**config.mk**
```make
export PLATFORM = sky130hd
export DESIGN_NAME = sat_counter
export DESIGN_NICKNAME = d
export VERILOG_FILES = /design/src/rtl/sat_counter.sv
export SDC_FILE = /design/constraint.sdc
export NUM_CORES = 1
export LEC_CHECK = 0
export ABC_AREA = 1
export BUFFER_PORTS_ARGS = -buffer_cell sky130_fd_sc_hd__buf_2
export CAP_MARGIN = 25
export CORE_AREA = 3 3 40 42
export DETAILED_ROUTE_END_ITERATION = 10
export DIE_AREA = 0 0 43 45
export HOLD_SLACK_MARGIN = 0.05
export PLACE_DENSITY = 0.65
export SLEW_MARGIN = 0
export SYNTH_ARGS = -nofsm -noshare
export SYNTH_HDL_FRONTEND = slang
export SYNTH_SLANG_ARGS = --single-unit
```
**constraint.sdc**
```tcl
create_clock -name clk_i -period 2.85 [get_ports clk_i]
set_input_delay 0.57 -clock clk_i [delete_from_list [all_inputs] [get_ports clk_i]]
set_output_delay 0.57 -clock clk_i [all_outputs]
set_load 0.005 [all_outputs]
```
**src/rtl/sat_counter.sv**
```systemverilog
// Up-counter that sticks at all-ones; cleared only by its asynchronous reset.
module sat_counter #(
    parameter int unsigned WIDTH = 8
) (
    input  logic             clk_i,
    input  logic             rst_i,
    input  logic             inc_i,
    output logic [WIDTH-1:0] count_o
);

    logic [WIDTH-1:0] count_q, count_d;

    always_comb begin
        count_d = count_q;
        if (inc_i && (count_q != {WIDTH{1'b1}})) begin
            count_d = count_q + 1'b1;
        end
    end

    always_ff @(posedge clk_i or posedge rst_i) begin
        if (rst_i) begin
            count_q <= '0;
        end else begin
            count_q <= count_d;
        end
    end

    assign count_o = count_q;

endmodule

```
==> key figures <==
Route
  • Via count normalized by instance count: 4.65
  • DRC violations left: 0
  • Overall routed net length: 895 um
  • Wire per inst: 10.1 um
  • Detailed-router iteration count before antenna repair: 2
  • Post-DRT Antenna Nets: 0
  • Vias after detailed routing: 414
  • Iteration-0 DRC Markers: 5

Worst hold path
  • Type of the tightest min-delay check: input pin to asynchronous set/reset pin

Worst setup path
  • Logic depth of the worst path, buffers included: 1
  • CP Launch Point: count_o[2]
  • Worst Path Max Fanout: 5
  • Number of buffers and inverters on the critical path: 1
  • Logic depth of the worst register-to-register path: 7
  • Startpoint types: flop
  • Maximum single-stage delay on the critical path: 0.43 ns
  • Capture point of the worst reg-to-reg path: count_o[2]
  • Cell Chain, Critical Path: buf_2
  • Crit-path slowest cell: sky130_fd_sc_hd__dfrtp_1
  • Reg-to-reg critical path startpoint: count_o[0]
  • Data required time of the worst path: 2.28 ns
  • Cell family contributing the most delay on the critical path: flip-flops
  • Reg2Reg Setup Slack: 1.46 ns
  • Critical path type: flop to primary output
  • Crit path to: count_o[2]
  • Crit end category: primary output
  • Arrival time at the worst endpoint: 0.82 ns

Final layout
  • Number of antenna cells inserted: 0
  • Share of the core filled with cells in the final layout: 42.6%
  • Net count, final: 80
  • Fill cell instance count of the final layout: 140
  • Post-route non-filler standard cell count: 89
  • Number of flip-flops under the largest register name: 8
  • Layout-stage area growth over the synthesis result: 15.9%
  • Final cell area excluding filler cells: 548 sq um
  • Fraction of layout cells with a size suffix above 1: 27.0%

Timing
  • Total count of max-transition violations in the final report: 0
  • Count of final hold-check violations: 0
  • Total Negative Setup Slacks: 0 ns
  • Max-slew headroom: 79.3%
  • Clock skew after layout: 0.00790 ns
  • Number of failing setup endpoints in the final timing report: 0
  • Maximum frequency from static timing analysis: 717 MHz
  • Worst Hold Margin: 0.253 ns
  • Final min period: 1.39 ns
  • Post-route fraction of the period consumed by the critical path: 48.9%
  • Unrepaired setup endpoints after global routing: false
  • Slew at the pin with the worst max-slew slack: 0.311 ns
  • Min setup slack post-route: 1.46 ns

Yosys
  • Library cells used by synthesis: 16
  • Syn. warnings: 0
  • Count leader, synth: sky130_fd_sc_hd__nand2_1
  • Number of synthesized flops with an enable pin: 0
  • Synth Register Bits: 8
  • Synth Net Count: 67
  • Share of synthesized area occupied by flip-flops and latches: 42.3%
  • Proportion of synthesized flip-flops having asynchronous set or reset: 100%
  • Most frequent cells after synthesis: sky130_fd_sc_hd__nand2_1, sky130_fd_sc_hd__inv_1, sky130_fd_sc_hd__dfrtp_1, sky130_fd_sc_hd__nand3_1, sky130_fd_sc_hd__nor2_2
  • Main area contributors after synthesis: sky130_fd_sc_hd__dfrtp_1, sky130_fd_sc_hd__nand2_1, sky130_fd_sc_hd__inv_1
  • Yosys top cell area share: 42.3%
  • Gate count after technology mapping: 63
  • Cell type with the largest total area after synthesis: sky130_fd_sc_hd__dfrtp_1
  • Cell Area, Synth: 473 sq um
  • Mean post-synth cell area: 7.51 sq um
  • Most instantiated flip-flop cell in the synthesis netlist: sky130_fd_sc_hd__dfrtp_1

Die
  • I/O Pins: 11
  • Chip height: 45 um
  • Rows: 13
  • Floorplan core area: 0.00128 sq mm
  • Effective utilization at floorplan: 36.8%
  • Die extent in x: 43 um
  • Total Die Area: 0.00194 sq mm

Power and ir drop
  • Total Power Consumption: 0.377 mW
  • Power per standard cell area: 688 mW/mm^2
  • Leakage: 0.293 nW
  • Worst VDD drop: 256 uV

Clocking
  • Post CTS Setup Buffer Count: 0
  • CTS Root Buffer Type: sky130_fd_sc_hd__clkbuf_4
  • Cts repair resizes: 0
  • Total number of H-tree levels: 1
  • Worst-Skew Late Latency: 0.25 ns
  • Reg clk slew, reported paths: 0.05 ns
  • Post-CTS Hold Fix Bufs: 0
  • CTS Sinks: 8
  • Num CTS Buffers: 3
  • Clock tree from TritonCTS: done
  • Max Root-Sink Buffers: 2

Global routing
  • Grt ovf: 0
  • Initial antenna violation count: 0
  • Global-route wire length before repair: 1460 um
  • Maximum number of pins on one net before global-route repair: 12
  • Via count of the first global-routing pass: 340
  • All-layer global routing usage: 11.1%

Place
  • Hpwl dp: 696 um
  • Worst slack after detailed placement: 1.48 ns
  • Cell Area, Placed: 526 sq um
  • Count of buffers from port buffering: 10
  • Global placement routability congestion: 0.716
  • Placed cell count: 86

Status
  • Run status: finished clean

Flow run
  • Max_cap viols: 0
## cell type report
type | count | area [sq um] | share of cell area, %
multi-input combinational | 43 | 219 | 40.0
sequential | 8 | 200 | 36.5
timing repair buffer | 10 | 50.0 | 9.13
inverter | 10 | 37.5 | 6.85
clock buffer | 3 | 22.5 | 4.11
tap | 15 | 18.8 | 3.42
## where the power goes
part | internal [mW] | leakage [nW] | switching, mW | total, mW
Combinational | 0.0536 | 0.180 | 0.0579 | 0.111
Sequential | 0.145 | 0.0988 | 0.0377 | 0.182
Clock | 0.0480 | 0.0138 | 0.0353 | 0.0833
Total | 0.246 | 0.293 | 0.131 | 0.377
## placed cells by master (no fill, tap or decap)
cell / netlist / layout
sky130_fd_sc_hd__buf_2: 1 / 10
sky130_fd_sc_hd__clkbuf_4: 0 / 3
sky130_fd_sc_hd__dfrtp_1: 8 / 8
sky130_fd_sc_hd__ha_1: 1 / 1
sky130_fd_sc_hd__inv_1: 10 / 10
sky130_fd_sc_hd__nand2_1: 21 / 21
sky130_fd_sc_hd__nand2_2: 2 / 2
sky130_fd_sc_hd__nand3_1: 6 / 6
sky130_fd_sc_hd__nand3_2: 2 / 2
sky130_fd_sc_hd__nand3b_1: 1 / 1
sky130_fd_sc_hd__nand4_1: 2 / 2
sky130_fd_sc_hd__nor2_1: 2 / 2
sky130_fd_sc_hd__nor2_2: 3 / 3
sky130_fd_sc_hd__o21ai_0: 1 / 1
sky130_fd_sc_hd__o21ai_1: 1 / 1
sky130_fd_sc_hd__xnor2_1: 1 / 1
## worst min-delay path by stage
stage | endpoint | slack, ns | cells past startpoint
after CTS | count_o[7] | 0.26 | 2
after detailed placement | count_o[7] | 0.51 | 2
after floorplan | count_o[0] | 0.39 | 1
after global routing | count_o[4] | 0.27 | 2
after global placement | count_o[5] | 0.50 | 2
final | count_o[7] | 0.25 | 2
## metal layers
metal / vias to the layer above / part of all wire (%) / wire (um) / GRT usage, %
met3: 2 / 3.6 / 32 / 5.98
met5: - / 0 / 0 / 0
met2: 7 / 52 / 463 / 17.7
li1: 218 / - / - / -
met1: 187 / 43 / 381 / 11.3
met4: 0 / 1.9 / 17 / 7.23
## logic make-up after synthesis
kind of cell             Yosys count  synth area share [%]
AND/OR/NAND/NOR                   39                  39.7
buffers and inverters             12                  11.4
flip-flops                         8                  42.3
AO/OA/AOI/OAI                      2                  2.11
XOR/XNOR                           1                  1.85
adder cells (fa/ha/maj)            1                  2.65
No activity file was read; power rests on OpenSTA's default activity.
